File: config.mk
export PLATFORM = sky130hd
export DESIGN_NAME = instr_encoder
export DESIGN_NICKNAME = d
export VERILOG_FILES = /design/src/rtl/instr_encoder.sv
export SDC_FILE = /design/constraint.sdc
export NUM_CORES = 1
export LEC_CHECK = 0
export CORE_UTILIZATION = 50
export DETAILED_ROUTE_END_ITERATION = 8
export GPL_TIMING_DRIVEN = 0
export PLACE_DENSITY = 0.81
export SYNTH_ARGS = -nofsm -noshare
export SYNTH_HDL_FRONTEND = slang
export SYNTH_SLANG_ARGS = --single-unit
File: constraint.sdc
create_clock -name I_clk -period 2.7 [get_ports I_clk]
set_clock_uncertainty 0.15 [all_clocks]
set_input_delay 0.405 -clock I_clk [delete_from_list [all_inputs] [get_ports I_clk]]
set_output_delay 0.405 -clock I_clk [all_outputs]
set_load 0.005 [all_outputs]
File: src/rtl/instr_encoder.sv
// Instruction encoder: packs field sets into 16-bit words, buffers four, writes them out one by one.
// Optional macro INSTR_ENC_FLAG_EN places I_flag in bit [8]; otherwise bit [8] is 0.
module instr_encoder (
   input  logic        I_clk,
   input  logic        I_rst_n,
   input  logic        I_enable,
   input  logic        I_valid,
   output logic        O_ready,
   input  logic [3:0]  I_opcode,
   input  logic [2:0]  I_rD_select,
   input  logic [2:0]  I_rA_select,
   input  logic [2:0]  I_rB_select,
   input  logic [7:0]  I_immediate,
   input  logic        I_imm_form,
   input  logic        I_flag,
   output logic        O_mem_we,
   output logic [7:0]  O_mem_addr,
   output logic [15:0] O_mem_data,
   input  logic        I_mem_ack,
   output logic        O_wrap,
   output logic [2:0]  O_level
);

   typedef enum logic {ST_IDLE, ST_WRITE} state_t;

   state_t      r_state;
   state_t      w_state_next;
   logic [15:0] r_fifo [4];
   logic [1:0]  r_wr_ptr;
   logic [1:0]  r_rd_ptr;
   logic [2:0]  r_count;
   logic [7:0]  r_addr;
   logic [15:0] r_data;
   logic        r_wrap;
   logic        w_push;
   logic        w_pop;
   logic        w_ack_done;
   logic        w_flag;
   logic [15:0] w_word;

`ifdef INSTR_ENC_FLAG_EN
   assign w_flag = I_flag;
`else
   // Flag feature absent: the input is tied off so bit [8] is always 0.
   assign w_flag = I_flag & 1'b0;
`endif

   assign w_word = {I_opcode, I_rD_select, w_flag,
                    I_imm_form ? I_immediate : {I_rA_select, I_rB_select, 2'b00}};

   assign O_ready = I_enable && (r_count < 3'd4);
   assign w_push  = I_valid && O_ready;

   always_ff @(posedge I_clk or negedge I_rst_n) begin
      if (!I_rst_n) begin
         r_state <= ST_IDLE;
      end else begin
         r_state <= w_state_next;
      end
   end

   always_comb begin
      w_state_next = r_state;
      w_pop        = 1'b0;
      w_ack_done   = 1'b0;
      case (r_state)
         ST_IDLE: begin
            if (I_enable && (r_count != 3'd0)) begin
               w_pop        = 1'b1;
               w_state_next = ST_WRITE;
            end
         end
         ST_WRITE: begin
            if (I_mem_ack) begin
               w_ack_done   = 1'b1;
               w_state_next = ST_IDLE;
            end
         end
      endcase
   end

   // Storage has no reset: clearing the pointers and count is enough to discard contents.
   always_ff @(posedge I_clk) begin
      if (w_push) begin
         r_fifo[r_wr_ptr] <= w_word;
      end
   end

   always_ff @(posedge I_clk or negedge I_rst_n) begin
      if (!I_rst_n) begin
         r_wr_ptr <= 2'd0;
         r_rd_ptr <= 2'd0;
         r_count  <= 3'd0;
      end else begin
         if (w_push) begin
            r_wr_ptr <= r_wr_ptr + 2'd1;
         end
         if (w_pop) begin
            r_rd_ptr <= r_rd_ptr + 2'd1;
         end
         case ({w_push, w_pop})
            2'b10:   r_count <= r_count + 3'd1;
            2'b01:   r_count <= r_count - 3'd1;
            default: r_count <= r_count;
         endcase
      end
   end

   always_ff @(posedge I_clk or negedge I_rst_n) begin
      if (!I_rst_n) begin
         r_data <= 16'h0000;
         r_addr <= 8'h00;
         r_wrap <= 1'b0;
      end else begin
         if (w_pop) begin
            r_data <= r_fifo[r_rd_ptr];
         end
         if (w_ack_done) begin
            r_addr <= r_addr + 8'd1;
            if (r_addr == 8'hFF) begin
               r_wrap <= 1'b1;
            end
         end
      end
   end

   // Write strobe comes straight from the state so reset removes it without waiting for a clock.
   assign O_mem_we   = (r_state == ST_WRITE);
   assign O_mem_addr = r_addr;
   assign O_mem_data = r_data;
   assign O_wrap     = r_wrap;
   assign O_level    = r_count;

endmodule

==> summary.txt, run 1 <==
Endpoint class of the critical path - flop
Hold_ws - 0.332 ns
Diode count - 0
All-layer global routing usage - 17.6%
Number of synthesized register bits - 92
Leak - 1.78 nW
TritonCTS Buffers - 9
Layout area overhead - 25.2%
RSZ-0062 raised after global routing - no
Most frequent CP cell - xor2_1
Die ar. - 7810 µm²
Starting Density - 51.7%
ANT nets after route - 0
I/O Buffers - 54
Status - completed
Crit path launch type - input port
Maximum buffer depth of the clock tree - 2
Htree depth - 3
1st-iter DRT viols - 111
GR Util met2 - 29.0%
Vias per Instance - 5.11
CP cell instances - clkdlybuf4s50_1 > nor3b_1 > buf_2 > buf_4 > ha_1 > inv_1 > fa_1 > xor2_1 > nor2_1 > xor2_1
Final setup violation count - 0
Max Fclk - 385 MHz
Nets - 296
Number of global-route vias before repair - 1,931
Chip width - 88.4 µm
Final Hold Fails - 0
YS warnings - 0
Clock Sinks - 92
Synth cell types - 30
Critical path peak fanout - 10
Worst EP arrival - 2.73 ns
Post-CTS Resized - 0
I/O pin count - 58
Grt peak-use layer - met2
Syn Nets - 230
Syn Area/Cell - 19.1 µm²
Critical R2R Launch - O_level[2]
Cells after synthesis - 195
CTS Root Cell - clkbuf_8
Postcts setup bufs - 0
Core area - 7210 µm²
Grt total ovfl - 0
Vias post-DR - 1,865
Crit path from - I_enable
Synth async-reset ratio - 34.8%
Pins Over Slew Limit - 0
First-pass GRT wire length - 9770 µm
First drt pass iteration count - 6
Largest net degree at the start of global routing - 33
WS Path Type - in2reg
GP Congestion - 0.696
Worst EP required - 2.83 ns
Worst-path clk slew - 0.09 ns
Fin Setup TNS - 0 ns
Max_cap viols - 0
CTS tree - built
Final Routed Wirelength - 6290 µm
Commonest non-fill, non-tap cell in the layout - edfxtp_1
CTS Hold Bufs - 1
Maximum VDD drop - 0.000478 V
WL/cell - 17.2 µm
HPWL after detailed placement - 4060 µm
Row cnt - 31
Layout cells sized above 1 - 20.7%
Post-layout min period - 2.60 ns
Final worst-path cycle share - 96.3%
Min-Delay Path Class - reg2reg
Post-synth EDFFs - 60
Critical-path top delay cell - clkdlybuf4s50_1
Critical Path Max Stage Delay - 0.50 ns
PwrDens - 1000 nW/µm²
Met3 Resource Use GR - 3.36%
Sequential fraction of the synthesis area - 69.8%
Initial antenna violation count - 0
Commonest cells after routing, fill and taps aside - edfxtp_1 (60), clkdlybuf4s50_1 (53), dfrtp_1 (32)
Rel. slew slack - 44.8%
Die span in y - 88.4 µm
Post-synth top flop - edfxtp_1
Latest clock arrival within the worst-skew pair - 0.34 ns
Remaining DRCs - 0
Slew of the pin with the lowest slew margin - 0.829 ns
Hold_sp - O_wrap
GR Util met1 - 23.2%
Netlist Area Pre-Place - 3730 µm²
[Yosys cell counts, types with 2 or more instances]
cell      instances  area (µm²)
edfxtp_1         60        1800
xor2_1            6        52.6
inv_1             8        30.0
nand4_1           2        12.5
mux4_1            7         184
nand2_1           4        15.0
nand3_1           2        10.0
and3_1            4        25.0
mux4_2            8         180
mux2_4            8         120
nor3_1            3        15.0
ha_1              6        75.1
mux2_2           15         169
clkbuf_1          2        7.51
xnor2_1           7        61.3
buf_2             2        10.0
a21o_1            2        15.0
and2_1            3        18.8
nor2_1            3        11.3
dfrtp_1          32         801
buf_4             2        15.0
[metrics by stage]
| step | std cells | power (mW) | worst slack [ns] | area, µm² | util [%] |
|---|---|---|---|---|---|
| after floorplan | 195 | 2.87 | 0.417 | 3730 | - |
| after global placement | 348 | 3.45 | -0.235 | 4390 | 60.9 |
| after detailed placement | 348 | 3.52 | -0.270 | 4390 | 60.8 |
| after CTS | 365 | 4.72 | 0.0881 | 4670 | 64.7 |
| after global routing | 365 | 4.90 | 0.0000355 | 4670 | 64.7 |
| final | 365 | 4.67 | 0.101 | 4670 | 64.7 |
[cell families after synthesis]
| kind of cell | synth area share, % |
|---|---|
| AO/OA/AOI/OAI | 0.402 |
| XOR/XNOR | 3.05 |
| adder cells (fa/ha/maj) | 2.55 |
| buffers and inverters | 2.52 |
| flip-flops | 69.8 |
| multiplexers | 17.8 |
| other | 0.101 |
| AND/OR/NAND/NOR | 3.82 |
[cell type report]
type	instances	area, µm²
plain buffers	8	63.8
multi-input cells	87	1030
clock buffers	9	124
inverters	8	30.0
clock inverters	7	146
well taps	99	124
fillers	529	2540
flip-flops and latches	92	2600
repair buffers	55	546
[path summary, 6_finish.rpt]
| check | endpoint | cells after the start | slack, ns |
|---|---|---|---|
| worst max-delay path | O_level[2] | 10 | 0.10 |
| worst min-delay path | O_wrap | 1 | 0.33 |
| worst max register to register | O_level[2] | 10 | 0.17 |
| worst min register to register | O_wrap | 1 | 0.33 |
| max in group asynchronous | O_mem_addr[2] | 2 | 1.40 |
| min in group asynchronous | O_mem_addr[4] | 2 | 0.51 |
[power by group]
part	total (mW)	leakage, nW	switching [mW]	internal, mW
clock network	1.19	0.134	0.477	0.717
registers	2.00	0.925	0.197	1.80
logic	1.48	0.723	0.556	0.925
[per-layer routing]
metal / vias up / wire length [µm]
li1: 869 / -
met1: 937 / 2780
met2: 49 / 3180
met3: 10 / 222
met4: 0 / 106
met5: - / 0
[worst max-delay path, delay by kind of cell]
family	cells	cell delay, ns
buffers and inverters	4	1.14
XOR/XNOR	2	0.32
adder cells (fa/ha/maj)	2	0.58
AND/OR/NAND/NOR	2	0.28
[state kept, by name, indices dropped and copies added (netlist names)]
| register | cells |
|---|---|
| O_level | 3 |
| O_mem_addr | 8 |
| O_mem_data | 15 |
| O_mem_we | 1 |
| O_wrap | 1 |
| r_fifo | 60 |
| r_rd_ptr | 2 |
| r_wr_ptr | 2 |
No activity file was read; power rests on OpenSTA's default activity.
==> run 2, diff against run 1 <==
--- a/config.mk
+++ b/config.mk
@@ -5,6 +5,7 @@
 export SDC_FILE = /design/constraint.sdc
 export NUM_CORES = 1
 export LEC_CHECK = 0
+export CAP_MARGIN = 0
 export CORE_UTILIZATION = 50
 export DETAILED_ROUTE_END_ITERATION = 8
 export GPL_TIMING_DRIVEN = 0
==> results of run 2 <==
Final layout, timing and power as in run 1 (identical DEF).
==> RTL change 1, RTL diff (flow settings as in run 2) <==
Reset style: synchronous (`I_rst_n`), changed in 3 clocked blocks.
--- a/src/rtl/instr_encoder.sv
+++ b/src/rtl/instr_encoder.sv
@@ -51,7 +51,7 @@
    assign O_ready = I_enable && (r_count < 3'd4);
    assign w_push  = I_valid && O_ready;
 
-   always_ff @(posedge I_clk or negedge I_rst_n) begin
+   always_ff @(posedge I_clk) begin
       if (!I_rst_n) begin
          r_state <= ST_IDLE;
       end else begin
@@ -86,7 +86,7 @@
       end
    end
 
-   always_ff @(posedge I_clk or negedge I_rst_n) begin
+   always_ff @(posedge I_clk) begin
       if (!I_rst_n) begin
          r_wr_ptr <= 2'd0;
          r_rd_ptr <= 2'd0;
@@ -106,7 +106,7 @@
       end
    end
 
-   always_ff @(posedge I_clk or negedge I_rst_n) begin
+   always_ff @(posedge I_clk) begin
       if (!I_rst_n) begin
          r_data <= 16'h0000;
          r_addr <= 8'h00;
Behaviour: differs if I_rst_n is asserted again (counterexample within 4 cycles, from zero or initial values and one cycle with I_rst_n low); with I_rst_n held inactive, the same outputs for 10 cycles.
==> RTL change 1 against run 2 <==
Area after synthesis is 2.3% lower. Cell count is 6.3% higher. Sequential share of layout area is 1.8 points lower. Synthesized cell count is 14% higher. Routed wire length is 0.68% higher. Combinational power is 49% lower. First-iteration DRC count is 41% lower. Total power is 26% lower. Register-to-register slack better by 0.19 ns. Worst setup slack better by 0.16 ns. Global-route usage is 0.41 points higher. Sequential cell count stayed put. Cell area is 3.0% lower.
==> RTL change 1: results (changes against run 2) <==
cts:
  postCtsResizedCells: 0  # unchanged
  cts.htree.levels: 3  # unchanged
  clk_pin_slew_ns: 0.09  # about the same
  worstSkewPairLatency_ns: 0.35
  cts_buffers: 9  # unchanged
  clockRootBuffer: "clkbuf_8"
  clock_path_buffers: 2  # unchanged
  post-cts-setup-buffer-count: 0  # unchanged
setup_path:
  cp_top_family: "buffers and inverters"
  r2r_cells: 9  # -1
  critPathMaxStageDelay_ns: 0.47  # -0.03 ns
  cp_data_arrival_time_ns: 2.57  # -0.16 ns
  cp_max_fo: 7  # -3
  cp_slowest_cell: "clkdlybuf4s50_1"
cells_and_area:
  layout-drive-gt1-share: 0.137  # -0.0698
  largest_reg_flops: 60  # unchanged
  diodes: 0  # unchanged
  nNetsFinal: 322  # +8.8%
  fill_cells: 519  # -1.9%
  largest-register: "r_fifo"
placement:
  place_inst: 372  # +6.9%
  io_buffer_count: 54  # unchanged
  gp_congestion: 0.675  # -3.0%
  placed_area_sq_um: 4310  # -1.9%
  pre_cts_slack_ns: -0.119  # +0.152 ns
  place_hpwl_mm: 4.29  # +5.9%
yosys:
  ys_top_cells_by_area: "edfxtp_1, dfxtp_1, mux4_1"
  syn_inst: 222  # +14%
  syn_nets: 257  # +12%
  synth_edf_count: 60  # unchanged
  yosysWarnings: 0  # unchanged
  yosysSeqAreaShare: 0.670  # -0.0277
  synth_common_cells: "edfxtp_1, dfxtp_1, a22o_1, nor2_1"
  ys_types: 39  # +30%
  async_reset_ff_frac: 0  # -0.348
  synthFlopType: "edfxtp_1"
hold_path:
  worstHoldPathCells: 2  # +1
  min_path_type: "register to register"
detailed_routing:
  routed_wl_mm: 6.33  # +0.68%
  drtIter0Drc: 66  # -41%
  routedWlPerCell_um: 16.3  # -5.3%
  dr.pass1.iters: 4  # -2
  vias: 2052  # +10%
power_and_ir_drop:
  intPower_mw: 2.61  # -24%
  peakVddDrop_uv: 289  # -39%
  leakage_nw: 1.53  # -14%
global_routing:
  grt_antenna_before_repair: 0  # unchanged
  grt_pass1_wl_mm: 9.85  # +0.85%
  grt_use_total: 0.181  # +0.00412
  grt_max_degree: 16  # -52%
  overflow: 0  # unchanged
  grt_pass1_vias: 2005  # +3.8%
timing:
  slew_headroom: 0.443  # -0.00466
status:
  outcome: "complete, no violations"
RTL change 1: cell types whose count changed after synthesis, moves of 8 or more:
cell / change
mux2_4: -8
dfxtp_1: +32
a21oi_1: +8
mux2_2: -9
dfrtp_1: -32
a22o_1: +15
RTL change 1: final timing paths:
check | startpoint | end | slack (ns)
setup reg to reg | O_level[2] | O_level[2] | 0.36
hold reg to reg | O_wrap | O_wrap | 0.32
setup / recovery | I_enable | O_level[2] | 0.26
hold / removal | O_wrap | O_wrap | 0.32
RTL change 1: area by class of cell:
| cell class | instances | area [sq um] | share of cell area |
|---|---|---|---|
| sequential | 92 | 2440 | 0.539 |
| multi-input combinational | 112 | 1100 | 0.242 |
| timing repair buffer | 54 | 541 | 0.119 |
| clock buffer | 11 | 141 | 0.0312 |
| tap | 96 | 120 | 0.0265 |
| clock inverter | 5 | 83.8 | 0.0185 |
| buffer | 10 | 73.8 | 0.0163 |
| inverter | 8 | 32.5 | 0.00718 |
RTL change 1: layer usage:
metal | track usage | share of wire | up-vias
met1 | 0.218 | 0.42 | 1009
met5 | 0 | 0 | -
met4 | 0.0700 | 0.013 | 0
met3 | 0.0408 | 0.032 | 9
li1 | - | - | 990
met2 | 0.315 | 0.53 | 44
RTL change 1: logic make-up after synthesis:
family	after synthesis	share of synthesized area
other	1	0.00103
and+or+nand+nor	43	0.0707
DFF	92	0.670
adders and majority gates	7	0.0261
buffers and inverters	18	0.0292
AOI/OAI and AO/OA	32	0.0632
xor gates and xnor gates	5	0.0120
muxes	24	0.128
RTL change 1: power by group through the flow:
stage / combinational (mW) / sequential [mW] / clock, mW
after floorplan: 0.462 / 1.73 / 0
after global placement: 0.736 / 1.73 / 0
after detailed placement: 0.767 / 1.74 / 0
after CTS: 0.768 / 1.70 / 1.03
after global routing: 0.827 / 1.72 / 1.07
final: 0.758 / 1.70 / 1.01
RTL change 1: worst reg2reg max path, cell delays in order, from the launching register on:
cell and delay, ns:
dfxtp_1 0.43, and3b_1 0.20, clkbuf_1 0.18, inv_1 0.09, ha_1 0.18, inv_1 0.06, fa_1 0.38, xor2_1 0.18
or3_1 0.31, a21oi_1 0.13
==> RTL change 2, RTL diff (config.mk and constraints of run 2) <==
Without the edit above. The option `INSTR_ENC_FLAG_EN` is turned on by a define.
--- a/src/rtl/instr_encoder.sv
+++ b/src/rtl/instr_encoder.sv
@@ -1,5 +1,7 @@
 // Instruction encoder: packs field sets into 16-bit words, buffers four, writes them out one by one.
 // Optional macro INSTR_ENC_FLAG_EN places I_flag in bit [8]; otherwise bit [8] is 0.
+`define INSTR_ENC_FLAG_EN
+
 module instr_encoder (
    input  logic        I_clk,
    input  logic        I_rst_n,
Check against the original RTL: not equivalent (a bounded check fails within 4 cycles, from zero or initial values and one cycle with I_rst_n low).
==> RTL change 2 against run 2 <==
Routed wire length is 2.2% lower. Sequential power is 5% higher. Area after synthesis is 4.6% higher. Sequential cell count is 5 higher. Hold slack worse by 0.0059 ns. Register-to-register slack better by 0.13 ns. Worst setup slack better by 0.14 ns. Critical endpoint unchanged. Cell area is 2.6% higher. Count of clock-buffer cells in the layout stayed put. Utilization is 0.056 points lower. Total power is 2.6% lower. Die area is 4.5% higher.
==> RTL change 2: results (changes against run 2) <==
power_and_ir_drop:
  powerSeq_mw: 2.10  # +5%
  peakVddDrop_uv: 512  # +7.1%
  leakage_nw: 1.80  # +1.2%
  intPower_mw: 3.36  # -2.4%
hold_path:
  worstHoldPathCells: 1  # unchanged
yosys:
  async_reset_ff_frac: 0.340  # -0.00762
  yosysSeqAreaShare: 0.704  # +0.00655
  synth_compound_area_frac: 0.00385  # -0.000177
  syn_inst: 200  # +2.6%
  synth_xor_xnor_area_share: 0.0292  # -0.00134
  syn_nets: 235  # +2.2%
  synthMuxAreaShare: 0.180  # +0.00181
  ys_top_cells_by_area: "edfxtp_1, dfrtp_1, mux4_1"
  synth_edf_count: 64  # +6.7%
  synth_common_cells: "edfxtp_1, dfrtp_1, mux2_2"
global_routing:
  grt_pass1_vias: 2027  # +5.0%
  grt_use_total: 0.167  # -0.00954
  grt_use_met1: 0.208  # -0.0241
  use_met2: 0.288  # -0.00204
  grt_max_degree: 34  # +3.0%
  use_met3: 0.0539  # +0.0203
cells_and_area:
  largest_reg_flops: 64  # +6.7%
  nNetsFinal: 302  # +2.0%
  layout-drive-gt1-share: 0.185  # -0.0223
  fin_area_sq_um: 4790  # +2.6%
  fill_cells: 527  # -0.38%
setup_path:
  cp_max_fo: 19  # +9
  r2r_slack_ns: 0.30  # +0.13 ns
  reg2reg_to: "O_level[2]"
detailed_routing:
  wl_met2_mm: 3.18  # about the same
  vias: 1933  # +3.6%
  wl_met1_mm: 2.68  # -3.6%
  dr_wl_met3_um: 262  # +18%
  routedWlPerCell_um: 16.6  # -3.5%
  routed_wl_mm: 6.15  # -2.2%
  dr.pass1.iters: 4  # -2
  drtIter0Drc: 80  # -28%
status:
  outcome: "complete, no violations"
placement:
  io_buffer_count: 56  # +3.7%
  placed_area_sq_um: 4580  # +4.4%
  pre_cts_slack_ns: -0.260  # +0.0107 ns
  place_hpwl_mm: 4.10  # +1.2%
  gp_congestion: 0.732  # +5.1%
  place_inst: 355  # +2.0%
timing:
  fin_ws_ns: 0.242  # +0.141 ns
  slew_headroom: 0.382  # -0.0658
  finalHoldWorstSlack_ns: 0.326  # -0.00589 ns
cts:
  postCtsResizedCells: 0  # unchanged
## RTL change 2: changes by cell type in the layout (fill, tap and decap cells not counted), sizes merged, moves of 2 or more
cell	delta
clkinv	+2
bufinv	-2
inv	-2
clkdlybuf4s50	+2
edfxtp	+4
buf	-2
## RTL change 2: area by class of cell
cell class | instances | area share
Buffer | 6 | 0.0107
Clock buffer | 9 | 0.0259
Clock inverter | 6 | 0.0175
Inverter | 8 | 0.00627
Multi-Input combinational cell | 88 | 0.222
Sequential cell | 97 | 0.574
Tap cell | 99 | 0.0259
Timing Repair Buffer | 57 | 0.118
## RTL change 2: kinds of logic after synthesis
| family | count (synthesis) |
|---|---|
| multiplexers | 41 |
| AO/OA/AOI/OAI | 2 |
| flip-flops | 97 |
| buffers and inverters | 15 |
| AND/OR/NAND/NOR | 25 |
| XOR/XNOR | 13 |
| adder cells (fa/ha/maj) | 7 |
## RTL change 2: repair_timing
item / 4_1_cts / 5_1_grt
setup endpoints to repair: 0 / 1
hold endpoints to repair: 27 / 0
hold buffers: 1 / 0
